[src/rtl/lcd_pkg.sv]
// Shared types and constants for the HD44780-style character-LCD controller.
// Holds the FSM state encoding, the power-up init ROM and the command field layout.
package lcd_pkg;

  typedef enum logic [2:0] {
    PWR_WAIT = 3'd0,
    INIT     = 3'd1,
    IDLE     = 3'd2,
    SETUP    = 3'd3,
    PULSE    = 3'd4,
    HOLD     = 3'd5,
    WAIT     = 3'd6
  } lcd_state_t;

  localparam int INIT_LEN     = 4;
  localparam int CMD_RS_BIT   = 8;
  localparam int CMD_DATA_MSB = 7;

  // 8-bit bus / 2 lines, display on, clear, entry mode increment
  localparam logic [7:0] INIT_ROM [INIT_LEN] = '{8'h38, 8'h0C, 8'h01, 8'h06};

  // Clear display (0x01) and return home (0x02/0x03) need the long execution wait.
  function automatic logic is_long_cmd(input logic rs, input logic [7:0] data);
    return !rs && (data[7:2] == 6'd0) && (data != 8'd0);
  endfunction

endpackage

[src/rtl/lcd_ctrl_if.sv]
// Command handshake between the LSU (master) and the LCD controller (slave).
// One 9-bit word per transfer: bit 8 is RS, bits 7:0 are the byte.
interface lcd_ctrl_if;

  logic                          valid;
  logic [lcd_pkg::CMD_RS_BIT:0]  cmd;
  logic                          ready;

  modport master (output valid, output cmd, input ready);
  modport slave  (input valid, input cmd, output ready);

endinterface

[src/rtl/lcd_ctrl.sv]
// Character-LCD controller: power-up init, then timed EN strobes for LSU commands.
// One shared down-counter times every state; it is loaded with N-1 on entry.
//
// state    | meaning
// PWR_WAIT | LCD powered, waiting out the power-up delay
// INIT     | load the next init ROM entry onto RS/DATA
// IDLE     | init complete, ready for a command
// SETUP    | RS/DATA stable, EN low
// PULSE    | EN high
// HOLD     | EN low, RS/DATA still held
// WAIT     | command execution time on the LCD side
module lcd_ctrl
  import lcd_pkg::*;
#(
  parameter int T_POWERUP = 750000,
  parameter int T_SETUP   = 2,
  parameter int T_PULSE   = 12,
  parameter int T_HOLD    = 2,
  parameter int T_EXEC    = 2000,
  parameter int T_CLEAR   = 82000
) (
  input  logic             i_clk,
  input  logic             i_rst_n,
  lcd_ctrl_if.slave        cmd_bus,
  output logic             o_init_done,
  output logic [7:0]       o_lcd_data,
  output logic             o_lcd_rs,
  output logic             o_lcd_rw,
  output logic             o_lcd_en,
  output logic             o_lcd_on
);

  localparam int T_MAX_A = (T_POWERUP > T_CLEAR) ? T_POWERUP : T_CLEAR;
  localparam int T_MAX_B = (T_EXEC > T_PULSE) ? T_EXEC : T_PULSE;
  localparam int T_MAX_C = (T_SETUP > T_HOLD) ? T_SETUP : T_HOLD;
  localparam int T_MAX_D = (T_MAX_A > T_MAX_B) ? T_MAX_A : T_MAX_B;
  localparam int T_MAX   = (T_MAX_D > T_MAX_C) ? T_MAX_D : T_MAX_C;
  localparam int CNT_W   = $clog2(T_MAX + 1);
  localparam int IDX_W   = $clog2(INIT_LEN);

  typedef logic [CNT_W-1:0] cnt_t;
  typedef logic [IDX_W-1:0] idx_t;

  lcd_state_t state, state_nxt;
  cnt_t       cnt, cnt_nxt;
  idx_t       idx, idx_nxt;
  logic       init_done, init_done_nxt;
  logic       lcd_on, lcd_on_nxt;
  logic [7:0] data, data_nxt;
  logic       rs, rs_nxt;
  logic       ready;

  assign ready = (state == IDLE) && init_done;

  always_ff @(posedge i_clk or negedge i_rst_n) begin
    if (!i_rst_n) begin
      state     <= PWR_WAIT;
      cnt       <= '0;
      idx       <= '0;
      init_done <= 1'b0;
      lcd_on    <= 1'b0;
      data      <= 8'h00;
      rs        <= 1'b0;
    end else begin
      state     <= state_nxt;
      cnt       <= cnt_nxt;
      idx       <= idx_nxt;
      init_done <= init_done_nxt;
      lcd_on    <= lcd_on_nxt;
      data      <= data_nxt;
      rs        <= rs_nxt;
    end
  end

  always_comb begin
    state_nxt     = state;
    cnt_nxt       = cnt;
    idx_nxt       = idx;
    init_done_nxt = init_done;
    lcd_on_nxt    = 1'b1;
    data_nxt      = data;
    rs_nxt        = rs;
    case (state)
      PWR_WAIT: begin
        // lcd_on still low means this is the first edge after reset: start the delay
        if (!lcd_on) begin
          cnt_nxt = cnt_t'(T_POWERUP - 1);
        end else if (cnt == '0) begin
          state_nxt = INIT;
          idx_nxt   = '0;
          cnt_nxt   = '0;
        end else begin
          cnt_nxt = cnt - cnt_t'(1);
        end
      end
      INIT: begin
        data_nxt  = INIT_ROM[idx];
        rs_nxt    = 1'b0;
        state_nxt = SETUP;
        cnt_nxt   = cnt_t'(T_SETUP - 1);
      end
      IDLE: begin
        if (cmd_bus.valid && ready) begin
          rs_nxt    = cmd_bus.cmd[CMD_RS_BIT];
          data_nxt  = cmd_bus.cmd[CMD_DATA_MSB:0];
          state_nxt = SETUP;
          cnt_nxt   = cnt_t'(T_SETUP - 1);
        end
      end
      SETUP: begin
        if (cnt == '0) begin
          state_nxt = PULSE;
          cnt_nxt   = cnt_t'(T_PULSE - 1);
        end else begin
          cnt_nxt = cnt - cnt_t'(1);
        end
      end
      PULSE: begin
        if (cnt == '0) begin
          state_nxt = HOLD;
          cnt_nxt   = cnt_t'(T_HOLD - 1);
        end else begin
          cnt_nxt = cnt - cnt_t'(1);
        end
      end
      HOLD: begin
        if (cnt == '0) begin
          state_nxt = WAIT;
          cnt_nxt   = is_long_cmd(rs, data) ? cnt_t'(T_CLEAR - 1) : cnt_t'(T_EXEC - 1);
        end else begin
          cnt_nxt = cnt - cnt_t'(1);
        end
      end
      WAIT: begin
        if (cnt == '0) begin
          if (init_done) begin
            state_nxt = IDLE;
          end else if (idx == idx_t'(INIT_LEN - 1)) begin
            init_done_nxt = 1'b1;
            state_nxt     = IDLE;
          end else begin
            idx_nxt   = idx + idx_t'(1);
            state_nxt = INIT;
            cnt_nxt   = '0;
          end
        end else begin
          cnt_nxt = cnt - cnt_t'(1);
        end
      end
      default: begin
        state_nxt = PWR_WAIT;
        cnt_nxt   = '0;
      end
    endcase
  end

  assign cmd_bus.ready = ready;
  assign o_init_done   = init_done;
  assign o_lcd_data    = data;
  assign o_lcd_rs      = rs;
  assign o_lcd_rw      = 1'b0;
  assign o_lcd_en      = (state == PULSE);
  assign o_lcd_on      = lcd_on;

endmodule

[src/flat_wrapper.sv]
// flat-port wrapper written by rule: the top's interface ports become plain ports
module lcd_ctrl_flat import lcd_pkg::*;
#(
  parameter int T_POWERUP = 750000,
  parameter int T_SETUP   = 2,
  parameter int T_PULSE   = 12,
  parameter int T_HOLD    = 2,
  parameter int T_EXEC    = 2000,
  parameter int T_CLEAR   = 82000
)
  (i_clk, i_rst_n, o_init_done, o_lcd_data, o_lcd_rs, o_lcd_rw, o_lcd_en, o_lcd_on, cmd_bus_valid, cmd_bus_cmd, cmd_bus_ready);
  lcd_ctrl_if cmd_bus_i ();
  input  logic i_clk;
  input  logic i_rst_n;
  output logic o_init_done;
  output logic [7:0] o_lcd_data;
  output logic o_lcd_rs;
  output logic o_lcd_rw;
  output logic o_lcd_en;
  output logic o_lcd_on;
  input wire logic [$bits(cmd_bus_i.valid)-1:0] cmd_bus_valid;
  input wire logic [$bits(cmd_bus_i.cmd)-1:0] cmd_bus_cmd;
  output wire logic [$bits(cmd_bus_i.ready)-1:0] cmd_bus_ready;
  assign cmd_bus_i.valid = cmd_bus_valid;
  assign cmd_bus_i.cmd = cmd_bus_cmd;
  assign cmd_bus_ready = cmd_bus_i.ready;
  lcd_ctrl #(.T_POWERUP(T_POWERUP), .T_SETUP(T_SETUP), .T_PULSE(T_PULSE), .T_HOLD(T_HOLD), .T_EXEC(T_EXEC), .T_CLEAR(T_CLEAR)) u_core (.i_clk(i_clk), .i_rst_n(i_rst_n), .cmd_bus(cmd_bus_i), .o_init_done(o_init_done), .o_lcd_data(o_lcd_data), .o_lcd_rs(o_lcd_rs), .o_lcd_rw(o_lcd_rw), .o_lcd_en(o_lcd_en), .o_lcd_on(o_lcd_on));
endmodule
[config.mk]
export PLATFORM = sky130hd
export DESIGN_NAME = lcd_ctrl_flat
export DESIGN_NICKNAME = d
export VERILOG_FILES = /design/src/rtl/lcd_pkg.sv /design/src/rtl/lcd_ctrl_if.sv /design/src/rtl/lcd_ctrl.sv /design/src/flat_wrapper.sv
export SDC_FILE = /design/constraint.sdc
export NUM_CORES = 1
export LEC_CHECK = 0
export ABC_AREA = 1
export CAP_MARGIN = 30
export CORE_MARGIN = 2
export CORE_UTILIZATION = 43
export CTS_CLUSTER_DIAMETER = 200
export CTS_CLUSTER_SIZE = 28
export DETAILED_ROUTE_END_ITERATION = 6
export HOLD_SLACK_MARGIN = 0.06
export PLACE_DENSITY_LB_ADDON = 0.3
export SYNTH_ARGS = -nofsm -noshare
export SYNTH_HDL_FRONTEND = slang
export SYNTH_SLANG_ARGS = --single-unit
[constraint.sdc]
create_clock -name i_clk -period 4.2 [get_ports i_clk]
set_input_delay 0.84 -clock i_clk [delete_from_list [all_inputs] [get_ports i_clk]]
set_output_delay 0.84 -clock i_clk [all_outputs]
set_load 0.05 [all_outputs]
==> flow_metrics.py, run 1 <==
metrics = {
    "pwr": {
        "internal_power_mw": 0.541,
        "seqPwrFrac_pct": 49.9,
        "clkPwrFrac_pct": 44.2,
        "swShare_pct": 23.4,
        "switchingPower_mw": 0.165,
        "p_total_mw": 0.707,
        "pwr-share-comb_pct": 5.8,
        "ir_worst_vdd_mv": 0.133,
        "power.leakage_nw": 1.49,
        "power.density_nw_per_um2": 225,
    },
    "sta": {
        "fin_setup_tns_ps": 0,
        "clock_skew_ps": 5.49,
        "rsz0062_at_grt": "no",
        "finalHoldViolations": 0,
        "timing.final.ws_setup_ps": 1300,
        "slew_headroom_pct": 44.3,
        "drv_slew": 0,
        "fmax_mhz": 345,
        "post-route-period-util_pct": 69.1,
        "setup_violations": 0,
        "period_needed_ps": 2900,
        "hold_slack_ps": 540,
        "tightest_slew_ps": 835,
    },
    "logic_synthesis": {
        "synth_cell_type_count": 33,
        "ys_ff_latch": 36,
        "synth-seq-area-share_pct": 32.6,
        "synth_async_sr_flop_share_pct": 100,
        "yosysTopAreaCell": "dfrtp_1",
        "netlist_instances": 415,
        "postSynthAreaPerCell_um2": 6.67,
        "ys.flop_type": "dfrtp_1",
        "synth.area.top_cells": "dfrtp_1, nand2_1, nand3_1, nor2_1, inv_1",
        "yosys_warnings": 0,
        "synth_edf_count": 0,
        "netlist_area_um2": 2770,
        "synth_nets": 432,
        "yosys.area.top_type_share_pct": 32.6,
    },
    "grt": {
        "grt_pass1_vias": 2542,
        "grt_antenna_before_repair": 0,
        "grt_pass1_wl_mm": 12.2,
        "grt-ovfl-total": 0,
        "track_usage_pct": 21.3,
        "grt_max_degree": 37,
    },
    "clock_tree": {
        "hold_buffers": 0,
        "post_cts_buffers": 0,
        "clkTransAtPathRegs_ps": 80,
        "clockRootBuffer": "clkbuf_8",
        "cts_tree": "done",
        "cts_buffer_depth": 2,
        "cts_resized": 0,
        "htreeDepth": 2,
        "cts-buffers-inserted": 5,
        "clock_sinks": 36,
        "clock_latency_ps": 300,
    },
    "final_layout": {
        "final_layout_size_suffix_gt1_share_pct": 10.0,
        "finalNetCount": 456,
        "multi_input_area_um2": 1640,
        "num-fill-cells": 632,
        "final_cells": 517,
        "antenna-diode-count": 0,
        "final_util_pct": 50.1,
        "final_cell_area_um2": 3150,
        "area_growth_pct": 13.7,
        "seq_area_um2": 901,
        "mostFrequentLayoutCells": "nand2_1, nor2_1, nand3_1",
        "layout_commonest_cell": "nand2_1",
    },
    "die": {
        "dieHeight_um": 84.2,
        "fp-row-count": 29,
        "chipWidth_um": 84.2,
        "ios": 26,
        "core_um2": 6280,
        "initial_core_util_pct": 44.1,
        "dieArea_um2": 7090,
    },
    "place": {
        "place.gp.congestion": 0.942,
        "post-place-ws_ps": 1620,
        "dp_hpwl_mm": 5.31,
        "portBuffers": 24,
        "place_inst": 509,
        "dpl_cell_area_um2": 3040,
    },
    "run": {
        "cap_violations": 0,
    },
    "status": {
        "status": "finished, final reports clean",
    },
    "worst_setup_path": {
        "critPathMaxFanout": 9,
        "r2r-start": "u_core.cnt[0]",
        "cp_data_arrival_time_ps": 2060,
        "critPathLaunchType": "register",
        "path_delay_family": "buffers and inverters",
        "path_class": "register to output port",
        "startpoint": "u_core.state[2]",
        "critPathCaptureType": "output port",
        "worstPathRequired_ps": 3360,
        "slowest_stage": "clkdlybuf4s50_1",
        "path_cells": "inv_2 -> nand3_4 -> nor2_4 -> clkdlybuf4s50_1",
        "critPathMaxStageDelay_ps": 810,
        "path_buf_inv": 2,
    },
    "min_path": {
        "min_from": "u_core.cnt[1]",
        "min_path_type": "register to register",
    },
    "drt": {
        "drt-total-wl_mm": 7.05,
        "via_count": 2715,
        "dr.pass1.iters": 4,
        "drt_iter0_drc": 251,
        "vias_per_cell": 5.25,
        "drc": 0,
        "avgRoutedWirePerCell_um": 13.6,
        "ant_nets": 0,
    },
}
## cell families (layout without fill, tap and decap cells)
logic type,count (synthesis),after routing,synth area share (%)
simple gates,281,281,47.8
buf+inv,52,77,8.23
flops,36,36,32.6
compound gates,33,33,7.01
xor+xnor,6,6,1.90
fa+ha+maj,5,5,2.26
other cells,2,2,0.271
## worst register-to-register path, stage by stage, from the launching register on
cell and delay (ps):
dfrtp_1 440, inv_1 150, ha_1 230, nand2_1 80, nor2_2 230, nand3_4 250
o21ai_2 280, nand3_1 160, nand2_1 90, nand2_1 60
## Yosys cell counts, drive strengths merged (4+ instances only)
cell type / number
ha: 5
nand4: 16
o21ai: 17
nand2: 148
inv: 45
nor2: 63
xor2: 4
a21oi: 6
buf: 7
dfrtp: 36
a31oi: 6
nand3: 49
## layer usage
metal	routed length, um	vias to the layer above	global-route usage, %
met5	0	-	0
met4	157	0	8.65
met3	335	12	3.15
met2	3200	68	32.7
met1	3360	1250	30.2
li1	-	1385	-
## final timing paths
| path | endpoint | slack, ps | depth (start not counted) |
|---|---|---|---|
| setup / recovery | cmd_bus_ready | 1300 | 4 |
| max in group asynchronous | u_core.cnt[0] | 3040 | 1 |
| hold reg to reg | u_core.cnt[1] | 540 | 2 |
| min in group asynchronous | u_core.cnt[12] | 640 | 1 |
| hold / removal | u_core.cnt[1] | 540 | 2 |
| setup reg to reg | u_core.state[2] | 2130 | 9 |
## area by class of cell
class / instances / area share (%)
flip-flops and latches: 36 / 28.6
inverters: 45 / 5.37
clock inverters: 2 / 1.11
repair buffers: 24 / 7.48
clock buffers: 6 / 2.31
multi-input cells: 327 / 52.0
well taps: 77 / 3.06
## power groups by stage
stage               sequential, mW  combinational, mW  clock [mW]
finish                       0.353             0.0412       0.313
global route                 0.353             0.0473       0.335
CTS                          0.353             0.0418       0.322
detailed placement           0.360             0.0418           0
global placement             0.360             0.0417           0
floorplan                    0.361             0.0183           0
## sequential cells by signal (all words and copies together) (netlist names)
| name | cells |
|---|---|
| u_core.cnt | 20 |
| u_core.idx | 2 |
| u_core.o_init_done | 1 |
| u_core.o_lcd_data | 8 |
| u_core.o_lcd_on | 1 |
| u_core.o_lcd_rs | 1 |
| u_core.state | 3 |
Power figures use the tool's default switching activity.
==> inputs of run 2 (changes only) <==
clock period = 2.9 ns   (was 4.2 ns; I/O delays follow)
==> run 2 against run 1 <==
  * Register-to-register slack lost 1300 ps
  * Global-route usage grew 0.24 points
  * Wire length shrank 1.3%
  * Critical path depth is the same
  * Total power grew 35%
  * Hold slack lost 160 ps
  * Clock skew shrank 0.62 ps
  * Combinational power grew 45%
  * Critical path type unchanged
  * Largest cell class unchanged
==> flow_metrics.py, run 2 (same netlist as run 1, synthesis figures left out) <==
metrics = {
    "sta": {
        "finalHoldViolations": 0,
        "tightest_slew_ps": 832,
        "setup_violations": 0,
        "rsz0062_at_grt": "no",
        "post-route-period-util_pct": 91.4,
        "period_needed_ps": 2650,
        "fmax_mhz": 377,
        "slew_headroom_pct": 44.5,
        "fin_setup_tns_ps": 0,
        "clock_skew_ps": 4.87,
        "drv_slew": 0,
    },
    "final_layout": {
        "largest_reg_flops": 20,
        "final_layout_size_suffix_gt1_share_pct": 10.0,
        "final_cells": 517,
        "finalNetCount": 456,
        "layout_commonest_cell": "nand2_1",
        "mostFrequentLayoutCells": "nand2_1, nor2_1, nand3_1",
        "regMostFlops": "u_core.cnt",
        "antenna-diode-count": 0,
        "area_growth_pct": 13.3,
    },
    "drt": {
        "avgRoutedWirePerCell_um": 13.5,
        "highest_layer": "met4",
        "dr.pass1.iters": 5,
        "vias_per_cell": 5.30,
        "via_count": 2741,
        "dr_wl_met3_um": 487,
        "wl_met1_mm": 3.12,
        "drt_iter0_drc": 201,
        "drc": 0,
        "ant_nets": 0,
        "drt-total-wl_mm": 6.96,
        "met2WireLength_mm": 3.22,
    },
    "die": {
        "dieHeight_um": 84.2,
        "ios": 26,
        "dieArea_um2": 7090,
        "core_um2": 6280,
        "initial_core_util_pct": 44.1,
        "fp-row-count": 29,
        "chipWidth_um": 84.2,
    },
    "pwr": {
        "power.density_nw_per_um2": 306,
        "power.leakage_nw": 1.48,
        "ir_worst_vdd_mv": 0.162,
    },
    "grt": {
        "grt_pass1_wl_mm": 12.3,
        "grt_antenna_before_repair": 0,
        "grt_max_degree": 37,
        "grt-ovfl-total": 0,
        "track_usage_pct": 21.6,
        "grt_pass1_vias": 2499,
    },
    "clock_tree": {
        "clock_sinks": 36,
        "cts_resized": 0,
        "hold_buffers": 0,
        "clkTransAtPathRegs_ps": 80,
        "cts_tree": "done",
        "cts_buffer_depth": 2,
        "post_cts_buffers": 0,
        "clock_latency_ps": 300,
        "clockRootBuffer": "clkbuf_8",
        "cts-buffers-inserted": 5,
        "htreeDepth": 2,
    },
    "status": {
        "status": "finished, final reports clean",
    },
    "place": {
        "portBuffers": 24,
        "place.gp.congestion": 0.901,
        "place_inst": 509,
        "dp_hpwl_mm": 5.30,
    },
    "run": {
        "cap_violations": 0,
    },
    "worst_setup_path": {
        "critPathCaptureType": "output port",
        "critPathMaxFanout": 9,
        "critPathLaunchType": "register",
        "cp_data_arrival_time_ps": 2070,
        "worstPathRequired_ps": 2320,
        "reg2reg_depth": 9,
        "path_class": "register to output port",
    },
    "min_path": {
        "min_path_type": "primary input to async pin",
    },
}
[run 2: changes by cell type in the layout (fill, tap and decap cells not counted), sizes merged]
cell	delta
bufinv	-1
clkbuf	+1
clkinv	-1
clkinvlp	+1
[run 2: cell type report]
class,instances,area (um2)
fill,658,3140
multi-input combinational,327,1640
sequential,36,901
timing repair buffer,24,235
inverter,45,169
tap,77,96.3
clock buffer,7,86.3
clock inverter,1,7.51
[run 2: worst paths after layout]
kind                            startpoint            endpoint  slack (ps)
max in group asynchronous          i_rst_n  u_core.o_init_done        2000
min reg2reg                 u_core.cnt[19]      u_core.cnt[19]         520
max                        u_core.state[2]       cmd_bus_ready         250
min in group i_clk          u_core.cnt[19]      u_core.cnt[19]         520
max reg2reg                  u_core.cnt[0]     u_core.state[2]         870
min                                i_rst_n      u_core.cnt[13]         380
[run 2: power by group]
group,internal (mW),switching (mW),leakage (nW)
Combinational,0.0229,0.0367,1.03
Clock,0.193,0.193,0.0445
Sequential,0.506,0.00548,0.405
[run 2: metrics by stage]
stage	total power, mW	worst slack [ps]	utilization (%)	hold WS [ps]	cell area, um2
after floorplan	0.549	1070	-	284	2770
after global placement	0.581	605	48.4	498	3040
after detailed placement	0.582	567	48.4	513	3040
after CTS	0.971	234	49.9	421	3130
after global routing	1.01	160	49.9	458	3130
final	0.957	249	49.9	380	3130
[run 2: routing by layer]
| layer | vias to the layer above | global-route usage, % |
|---|---|---|
| met5 | - | 0 |
| met4 | 0 | 7.62 |
| met3 | 11 | 3.54 |
| met2 | 97 | 32.5 |
| met1 | 1256 | 31.4 |
| li1 | 1377 | - |
[run 2: worst max-delay path, stage by stage (launching register included)]
cell and delay, ps:
dfrtp_1 510, inv_2 170, nand3_4 150, nor2_4 130, clkdlybuf4s50_1 810
==> inputs of run 3 (changes only) <==
CAP_MARGIN = 20   (was 30)
GPL_TIMING_DRIVEN = 0   (was not set)
==> run 3 against run 2 <==
  * Hold slack better by 8.5 ps
  * Clock power is 19% higher
  * Worst setup slack better by 13 ps
  * Sequential power hardly changed
  * Combinational power is 3% higher
  * Global-route usage is 0.11 points lower
  * Flip-flop and latch count stayed put
  * Highest routed layer unchanged
==> flow_metrics.py, run 3 (same netlist as run 1, synthesis figures left out) <==
metrics = {
    "status": {
        "status": "finished, final reports clean",
    },
    "worst_setup_path": {
        "critPathLaunchType": "register",
        "r2r-start": "u_core.cnt[0]",
        "path_delay_family": "buffers and inverters",
        "rrSetupSlack_ps": 880,
        "slowest_stage": "clkdlybuf4s50_1",
        "path_class": "register to output port",
        "critPathMaxFanout": 7,
        "path_cells": "nor2_2 -> nand2_1 -> inv_1 -> clkdlybuf4s50_1",
        "r2r_end": "u_core.cnt[8]",
        "critPathCaptureType": "output port",
        "critPathMaxStageDelay_ps": 820,
        "reg2reg_depth": 10,
        "worstPathRequired_ps": 2320,
        "path_buf_inv": 2,
        "cp_data_arrival_time_ps": 2060,
    },
    "clock_tree": {
        "hold_buffers": 0,
        "clockRootBuffer": "clkbuf_8",
        "htreeDepth": 2,
        "cts_resized": 0,
        "post_cts_buffers": 0,
        "clock_sinks": 36,
        "cts_tree": "done",
        "clock_latency_ps": 300,
        "cts-buffers-inserted": 5,
        "cts_buffer_depth": 2,
        "clkTransAtPathRegs_ps": 80,
    },
    "place": {
        "post-place-ws_ps": 580,
        "dp_hpwl_mm": 5.52,
        "portBuffers": 24,
        "place_inst": 516,
        "dpl_cell_area_um2": 3100,
        "place.gp.congestion": 0.965,
    },
    "sta": {
        "rsz0062_at_grt": "no",
        "tightest_slew_ps": 862,
        "clock_skew_ps": 4.40,
        "timing.final.ws_setup_ps": 262,
        "hold_slack_ps": 388,
        "finalHoldViolations": 0,
        "period_needed_ps": 2640,
        "post-route-period-util_pct": 91.0,
        "drv_slew": 0,
        "fmax_mhz": 379,
        "setup_violations": 0,
        "fin_setup_tns_ps": 0,
        "slew_headroom_pct": 42.5,
    },
    "die": {
        "chipWidth_um": 84.2,
        "dieArea_um2": 7090,
        "ios": 26,
        "fp-row-count": 29,
        "core_um2": 6280,
        "dieHeight_um": 84.2,
        "initial_core_util_pct": 44.1,
    },
    "grt": {
        "grt_antenna_before_repair": 0,
        "grt_max_degree": 37,
        "grt_pass1_wl_mm": 12.3,
        "grt-ovfl-total": 0,
        "track_usage_pct": 21.4,
        "grt_pass1_vias": 2566,
    },
    "pwr": {
        "power.leakage_nw": 1.52,
        "p_total_mw": 1.03,
        "ir_worst_vdd_mv": 0.186,
        "power.density_nw_per_um2": 321,
    },
    "drt": {
        "drt-total-wl_mm": 7.24,
        "avgRoutedWirePerCell_um": 13.8,
        "drt_iter0_drc": 215,
        "via_count": 2747,
        "drc": 0,
        "ant_nets": 0,
        "vias_per_cell": 5.24,
        "dr.pass1.iters": 5,
    },
    "final_layout": {
        "final_cell_area_um2": 3210,
        "final_cells": 524,
        "mostFrequentLayoutCells": "nand2_1, nor2_1, nand3_1",
        "area_growth_pct": 16.0,
        "final_layout_size_suffix_gt1_share_pct": 11.6,
        "largest_reg_flops": 20,
        "antenna-diode-count": 0,
        "layout_commonest_cell": "nand2_1",
        "num-fill-cells": 650,
        "final_util_pct": 51.1,
        "regMostFlops": "u_core.cnt",
        "finalNetCount": 463,
    },
    "run": {
        "cap_violations": 0,
    },
    "min_path": {
        "min_path_type": "primary input to async pin",
    },
}
## run 3: worst max-delay path by stage
stage / start / end / slack, ps / cells past startpoint
after floorplan: u_core.o_init_done / u_core.state[1] / 1070 / 8
after global placement: i_rst_n / u_core.state[0] / 300 / 1
after detailed placement: u_core.state[2] / cmd_bus_ready / 580 / 5
after CTS: u_core.state[2] / cmd_bus_ready / 240 / 5
after global routing: u_core.state[1] / o_lcd_en / 170 / 4
final: u_core.state[1] / o_lcd_en / 260 / 4
## run 3: routing by layer
metal  track usage, %  part of all wire, %  vias to the layer above
met5                0                    0                        -
met4             5.13                  1.5                        0
met3             3.64                  4.4                       17
met2             34.3                   47                       76
met1             30.4                   47                     1261
li1                 -                    -                     1393
## run 3: where the power goes
group	switching, mW	internal [mW]	total, mW
registers	0.00528	0.506	0.511
logic	0.0376	0.0240	0.0616
clock network	0.204	0.255	0.458
total	0.247	0.784	1.03
## run 3: area by class of cell
cell class	instances	area (um2)	share of cell area, %
inverter	45	169	5.26
tap	77	96.3	3.00
multi-input combinational	327	1640	51.0
buffer	7	58.8	1.83
timing repair buffer	24	235	7.33
clock inverter	3	42.5	1.33
sequential	36	901	28.1
clock buffer	5	68.8	2.14
